<file path="src/rtl/jtopl_sh_tap.sv">
// jtopl_sh_tap: clock-enabled delay line with runtime tap, flush, slot counter and primed flag.
module jtopl_sh_tap #(
    parameter int WIDTH = 5,
    parameter int STAGES = 18,
    parameter logic [WIDTH-1:0] RSTVAL = {WIDTH{1'b0}},
    parameter int SW = $clog2(STAGES)
) (
    input  logic             clk,
    input  logic             rst,
    input  logic             cen,
    input  logic             clr,
    input  logic [WIDTH-1:0] din,
    input  logic [SW-1:0]    sel,
    output logic [WIDTH-1:0] tap,
    output logic [WIDTH-1:0] drop,
    output logic [SW-1:0]    slot,
    output logic             primed
);
    localparam int FW = $clog2(STAGES + 1);
    localparam logic [SW-1:0] LAST = SW'(STAGES - 1);
    localparam logic [FW-1:0] FULL = FW'(STAGES);

    generate
        if (STAGES < 3) begin : g_bad_stages
            $error("jtopl_sh_tap: STAGES must be at least 3");
        end
    endgenerate

    logic [WIDTH-1:0] stage [STAGES];
    logic [FW-1:0]    fill;

    // out-of-range selects clamp to the last stage so tap never wraps or goes X
    assign tap    = stage[sel > LAST ? LAST : sel];
    assign drop   = stage[STAGES-1];
    assign primed = fill == FULL;

    always_ff @(posedge clk) begin
        if (rst) begin
            for (int k = 0; k < STAGES; k++) stage[k] <= RSTVAL;
            slot <= '0;
            fill <= '0;
        end else if (clr) begin
            // slot is left alone so the ring stays aligned across a flush
            for (int k = 0; k < STAGES; k++) stage[k] <= RSTVAL;
            fill <= '0;
        end else if (cen) begin
            stage[0] <= din;
            for (int k = 1; k < STAGES; k++) stage[k] <= stage[k-1];
            slot <= slot == LAST ? '0 : slot + 1'b1;
            fill <= fill == FULL ? FULL : fill + 1'b1;
        end
    end
endmodule

</file>
<file path="config.mk">
export PLATFORM = sky130hd
export DESIGN_NAME = jtopl_sh_tap
export DESIGN_NICKNAME = d
export VERILOG_FILES = /design/src/rtl/jtopl_sh_tap.sv
export SDC_FILE = /design/constraint.sdc
export NUM_CORES = 1
export LEC_CHECK = 0
export BUFFER_PORTS_ARGS = -buffer_cell sky130_fd_sc_hd__buf_4
export CAP_MARGIN = 15
export CELL_PAD_IN_SITES_DETAIL_PLACEMENT = 2
export CELL_PAD_IN_SITES_GLOBAL_PLACEMENT = 2
export CORE_ASPECT_RATIO = 1.1
export CORE_UTILIZATION = 39
export CTS_BUF_LIST = sky130_fd_sc_hd__clkbuf_16
export CTS_CLUSTER_DIAMETER = 100
export DETAILED_ROUTE_END_ITERATION = 10
export HOLD_SLACK_MARGIN = 0.1
export PLACE_DENSITY_LB_ADDON = 0.1
export SLEW_MARGIN = 30
export SYNTH_ARGS = -nofsm -noshare
export SYNTH_HDL_FRONTEND = slang
export SYNTH_SLANG_ARGS = --single-unit
</file>
<file path="constraint.sdc">
create_clock -name clk -period 3.9 [get_ports clk]
set_input_delay 0.78 -clock clk [delete_from_list [all_inputs] [get_ports clk]]
set_output_delay 0.78 -clock clk [all_outputs]
set_load 0.005 [all_outputs]
</file>
# Yosys cells after proc, flatten, opt, wreduce, memory -nomap -nowiden
# Memory sizes are Yosys's and may differ from the RTL's.
# Cells that the tools add are included.
[totals] output_inout_bits=16 word_cells=95 input_bits=14 memories=1 reg_bits=10 ram_bits=90
[classes] n_lt_le_gt_ge=1 n_bitwise=37 mux=48 add_sub_neg=2 n_eq_ne=2 reduce_logical=2
[mem_list] name="stage" depth=18 width=5 read_ports=19 rd_ports_with_merged_regs=0 write_ports=18 line_no="29" text="logic [WIDTH-1:0] stage [STAGES];"
[ops] operator="$mux W5" n=39
[ops] operator="$or A1 B1 Y1" n=36
[ops] operator="$add A5 B1 Y5 const B" n=2
[ops] operator="$eq A5 B5 Y1 const B" n=2
[ops] operator="$mux W1" n=9
[ops] operator="$gt A5 B5 Y1 const B" n=1
[ops] operator="$reduce_and A2 Y1" n=1
[ops] operator="$reduce_or A2 Y1" n=1
[ops] operator="$not A1 Y1" n=1

# Depth between registers and ports, before layout
# Gate-level depths: netlist (run 1).
[logic_depth] depth_word=5 mapped_depth=7 mapped_depth_nobuf=5

# Worst setup path before layout (run 1)
# Ideal clock, no wire load.
[synth_timing] kind="input to register" from="in cen" to="mem stage[0][0], enable pin" stages=2 arrival_ps=2816 required_time_ps=3452 slack_ps=636 setup_ps=448 cell_sequence="buf_2 or3_1"
[synth_lines] item="from (decl)" line_no="10" text="input logic cen,"
[synth_lines] item="to (decl)" line_no="29"

# Final worst setup path (run 1)
[layout_timing] from="in sel[0]" to="out tap[0]"
[layout_between] elab_chain_len=3
[layout_lines] item="from (decl)" line_no="13" text="input logic [SW-1:0] sel,"
[layout_lines] item="$gt A5 B5 Y1" line_no="33" text="assign tap = stage[sel > LAST ? LAST : sel];"
[layout_lines] item="$mux W5 (*)" line_no="33"
[layout_lines] item="$mem_v2 Z18 W5 (*)"
[layout_lines] item="to (decl)" line_no="14" text="output logic [WIDTH-1:0] tap,"
# Mark *: on every way between the ends. The rest lies on a longest branch, timed or not.

==> reports/qor.csv, run 1 <==
metric,value,unit
initial antenna violation count,0,
vias post-DR,3116,
"top cells by area, synth","edfxtp_1 (56%), and2_1 (12%), dfxtp_1 (4.2%)",
DR vias/cell,5.52,
family with the most delay on the worst path,simple AND/OR/NAND/NOR gates,
DP Area,5130,um2
slew at the pin closest to its max-slew limit,0.716,ns
Main synth FF type,edfxtp_1,
simple logic cell fraction of the synthesized area,17.2,%
Worst-Skew Late Latency,0.35,ns
final hold viol count,0,
die width,108,um
Avg Inst Size Synth,12.4,um2
Starting Density,40.0,%
mux cell area share after synthesis,5.43,%
"Reg clk slew, reported paths",0.06,ns
post-synthesis sequential area ratio,60.3,%
GRT overflow,0,
Crit path top cell by count,buf_4,
"Buf+Inv Stages, Crit Path",2,
Synth Area in XOR/XNOR,1.45,%
post-synthesis compound-gate area fraction,11.1,%
critical path type,input pin to primary output,
Post-synth EDFFs,90,
total die area,12800,um2
Ports,30,
Worst path slowest cell,or4_4,
MaxCap Viol Count,0,
CP Data Required Time,3.12,ns
post-cts repair resize count,0,
clock net sink count,100,
Routed Wire Length,12200,um
Final Cycle Share,85.2,%
worst-path maximum fanout,30,
Post-CTS Setup Inserts,0,
wire per inst,21.7,um
routability cong.,0.758,
Synth top area share,56.1,%
layout cell share with drive strength beyond 1,17.3,%
nets,423,
drt initial violations,98,
post-synth top area cell,edfxtp_1,
die height,119,um
Synth Cell Area,4820,um2
"Cell Chain, Critical Path",buf_4 > or4_4 > a21oi_1 > o32ai_1 > a221o_1 > buf_4,
Clock Path Buffers,2,
status,"complete, no violations",
Final Instance Area,5470,um2
"FFs w/ async S/R, synth",0,%
area added between synthesis and finish,13.5,%
RSZ-0062 raised after global routing,false,
setup_tns,0,ns
Pleak,0.00216,uW
Max VDD drop,0.282,mV
Total GRT Usage,20.8,%
Mapped Cells,388,
# diodes,0,
CORE AREA,12000,um2
Setup crit start kind,input pin,
Setup Viol. Count Final,0,
IO buf count,29,
final core occ,45.4,%
CTS tree,built,
largest net degree at the start of global routing,53,
fmax,301,MHz
Yosys warning count,0,
largest family of logic cells by synthesized area,simple AND/OR/NAND/NOR gates,
DRT Pass-1 Iters,4,
Yosys cell types,47,
first-pass GRT wire length,19400,um
total CTS buffers,9,
num rows,42,
crit path DAT,2.54,ns
"Slew Viols, Final",0,
Final Critical Period,3.32,ns
DRC Markers,0,
kind of end point of the critical path,primary output,
Post-CTS Hold Fix Bufs,0,
Syn Nets,406,
CP peak stage delay,0.71,ns
clk root buf,clkbuf_16,
htree depth,3,
Hold Path Class,flop to flop,
Post-DRT Antenna Nets,0,
"FF+latch count, synth",100,
Worst Skew,0.00530,ns
Pwr Density,446,nW/um2
vias in the first global route,3476,
area share of fa/ha/maj cells after synthesis,1.04,%
Detailed Place HPWL,8100,um
Worst slew margin,52.3,%
## cell families (layout without fill, tap and decap cells)
kind of cell	count (synthesis)	after routing
compound gates	76	76
xor+xnor	8	8
fa+ha+maj	4	4
buf+inv	36	58
flops	100	100
mux	20	20
simple gates	144	144
## synth_stat cells (2+ instances only)
library cell   n
a21o_1         5
a21oi_1       21
a21oi_2        4
a221o_1        4
a41o_1         2
and2_1        90
buf_1          2
buf_2          8
buf_6          2
clkbuf_1      15
dfxtp_1       10
edfxtp_1      90
ha_1           4
inv_1          8
mux2_2         9
mux2i_1        7
mux4_2         4
nand2_1        7
nand2b_1       2
nand3_1        5
nand4_1        4
nor2_1        23
nor2b_1        4
o211ai_1       5
o21ai_0       11
o21bai_1       2
o221ai_1       6
o2bb2ai_1      4
o32ai_1        4
or2_2          2
or3_1          2
xnor2_1        2
xor2_1         6
## stage by stage
| stage | cells | power, uW | worst slack [ns] | hold WS [ns] |
|---|---|---|---|---|
| global placement | 548 | 1440 | 0.607 | 0.501 |
| global route | 564 | 2520 | 0.490 | 0.570 |
| finish | 564 | 2440 | 0.577 | 0.543 |
| CTS | 564 | 2470 | 0.563 | 0.549 |
| detailed placement | 548 | 1450 | 0.583 | 0.534 |
| floorplan | 388 | 1370 | 0.636 | 0.478 |
## where the power goes
| part | internal, uW | leakage [uW] | switching [uW] |
|---|---|---|---|
| registers | 1210 | 0.00113 | 30.1 |
| clock network | 621 | 0.000172 | 398 |
| logic | 75.1 | 0.000861 | 107 |
## worst reg2reg max path: stages (launching register included)
cell      delay (ns)
dfxtp_1         0.39
inv_1           0.07
ha_1            0.18
nor4bb_1        0.15
a211o_1         0.34
nor2_1          0.14
## routing by layer
metal / up-vias / global-route usage, % / share of wire [%]
met1: 1598 / 27.1 / 46
met3: 19 / 4.19 / 2.9
met4: 0 / 8.73 / 2.3
met2: 48 / 33.6 / 49
met5: - / 0 / 0
li1: 1451 / - / -
## state kept, by name, summed over array words and instances (netlist names)
register,cells
stage,90
fill,5
slot,5
## layout by cell type (no fill, tap or decap), types with 5 or more instances in the layout
| cell | Yosys | layout |
|---|---|---|
| and2_1 | 90 | 90 |
| edfxtp_1 | 90 | 90 |
| buf_4 | 0 | 34 |
| nor2_1 | 23 | 23 |
| a21oi_1 | 21 | 21 |
| o21ai_0 | 11 | 11 |
| inv_1 | 8 | 10 |
| dfxtp_1 | 10 | 10 |
| mux2_2 | 9 | 9 |
| clkbuf_16 | 0 | 9 |
| mux2i_1 | 7 | 7 |
| nand2_1 | 7 | 7 |
| o221ai_1 | 6 | 6 |
| xor2_1 | 6 | 6 |
| nand3_1 | 5 | 5 |
| a21o_1 | 5 | 5 |
| o211ai_1 | 5 | 5 |
## worst paths after layout
check / from / endpoint / slack, ns / depth (start not counted)
worst min-delay path: fill[1] / fill[1] / 0.54 / 2
worst max-delay path: sel[0] / tap[0] / 0.58 / 6
worst max register to register: fill[0] / fill[3] / 2.56 / 5
worst min register to register: fill[1] / fill[1] / 0.54 / 2
## area by class of cell
type                            instances  area (um2)
Timing Repair Buffer                   34         255
Multi-Input combinational cell        252        1750
Fill cell                            1192        6570
Clock buffer                            9         225
Inverter                                8        30.0
Clock inverter                          7         108
Sequential cell                       100        2900
Tap cell                              154         193
Power figures use the tool's default switching activity.
==> run 2: changes to the inputs <==
- PLACE_DENSITY: unset -> 0.84
- PLACE_DENSITY_LB_ADDON: 0.1 -> unset
==> run 2 against run 1 <==
Sequential share of layout area barely moved. Clock power about the same. Worst setup slack improved by 0.011 ns. Cell count shrank 0.35%. Clock-buffer cell count stayed put. Critical path type unchanged. Sequential power is essentially flat. Critical endpoint is now tap[4]. Power increased by 0.60%. Design area about the same. Die area is the same.
==> reports/qor.csv, run 2 (synthesis results as in run 1) <==
metric,value,unit
clk root buf,clkbuf_16,
vias in the first global route,3355,
Top reg by flops,stage,
clock net sink count,100,
Worst Skew,0.00673,ns
first-pass GRT wire length,19200,um
slew at the pin closest to its max-slew limit,0.742,ns
Post-CTS Hold Fix Bufs,0,
setup_tns,0,ns
Worst-Skew Late Latency,0.36,ns
Pleak,0.00215,uW
initial antenna violation count,0,
Max VDD drop,0.369,mV
htree depth,3,
Post-CTS Setup Inserts,0,
crit path DAT,2.53,ns
largest net degree at the start of global routing,92,
fmax,302,MHz
die height,119,um
# diodes,0,
MaxCap Viol Count,0,
Total GRT Usage,20.4,%
most frequent cells in the layout,"and2_1 (90), edfxtp_1 (90), buf_4 (31), nor2_1 (23), a21oi_1 (21)",
Hold Path Class,flop to flop,
Fin Hold WS,0.534,ns
routability cong.,0.780,
RSZ-0062 raised after global routing,false,
GRT overflow,0,
Pwr Density,448,nW/um2
"Slew Viols, Final",0,
critical path type,input pin to primary output,
Post-DRT Antenna Nets,0,
num rows,42,
Design Power,2450,uW
total CTS buffers,9,
Detailed Place HPWL,7540,um
Setup Viol. Count Final,0,
final hold viol count,0,
post-cts repair resize count,0,
Ports,30,
Worst slew margin,50.5,%
DRT Pass-1 Iters,4,
setup slack after layout,0.588,ns
worst-path maximum fanout,30,
CTS tree,built,
Starting Density,40.0,%
kind of end point of the critical path,primary output,
IO buf count,29,
max reg flops,90,
nets,421,
die width,108,um
status,"complete, no violations",
Final Critical Period,3.31,ns
Clock Path Buffers,2,
dpl ws,0.615,ns
CP Data Required Time,3.12,ns
area added between synthesis and finish,13.6,%
CORE AREA,12000,um2
drt initial violations,157,
Final Cycle Share,84.9,%
total die area,12800,um2
Setup crit start kind,input pin,
vias post-DR,3135,
wire per inst,21.7,um
"Reg clk slew, reported paths",0.06,ns
layout cell share with drive strength beyond 1,17.2,%
biggest regs,"stage (90), fill (5), slot (5)",
DR vias/cell,5.58,
DRC Markers,0,
Routed Wire Length,12200,um
-- run 2: cell count changes in the layout (fill, tap and decap cells not counted), sizes merged --
cell / before / now
clkinvlp: 0 / 1
inv: 10 / 8
clkinv: 2 / 3
buf: 34 / 32
-- run 2: power by group --
part / switching [uW] / internal, uW / total, uW
Sequential: 31.5 / 1210 / 1240
Clock: 408 / 625 / 1030
Combinational: 107 / 74.6 / 181
-- run 2: worst paths after layout --
| check | start | slack [ns] | depth (start not counted) | endpoint |
|---|---|---|---|---|
| hold reg to reg | fill[1] | 0.53 | 2 | fill[1] |
| setup / recovery | sel[0] | 0.59 | 6 | tap[4] |
| setup reg to reg | fill[0] | 2.52 | 5 | fill[3] |
| hold / removal | fill[1] | 0.53 | 2 | fill[1] |
-- run 2: cell type report --
type / count / area [um2]
tap: 154 / 193
clock buffer: 9 / 225
inverter: 8 / 30.0
timing repair buffer: 32 / 253
multi-input combinational: 252 / 1750
sequential: 100 / 2900
clock inverter: 7 / 115
fill: 1190 / 6560
-- run 2: critical path, cell delays in order --
cell	delay (ns)
buf_4	0.25
or4_4	0.70
a21oi_1	0.20
o32ai_1	0.10
a221o_1	0.34
buf_4	0.15
-- run 2: per-stage QoR --
step | utilization, % | area, um2 | instances
2_1_floorplan | - | 4820 | 388
3_3_place_gp | 42.5 | 5110 | 545
3_5_place_dp | 42.6 | 5130 | 546
4_1_cts | 45.5 | 5470 | 562
5_1_grt | 45.5 | 5470 | 562
6_report | 45.5 | 5470 | 562
-- run 2: metal layers --
layer	wire (um)	share of wire [%]	vias to the layer above	GRT usage, %
li1	-	-	1440	-
met1	5510	45	1609	26.9
met2	5940	49	67	31.6
met3	529	4.3	19	6.07
met4	235	1.9	0	7.11
met5	0	0	-	0
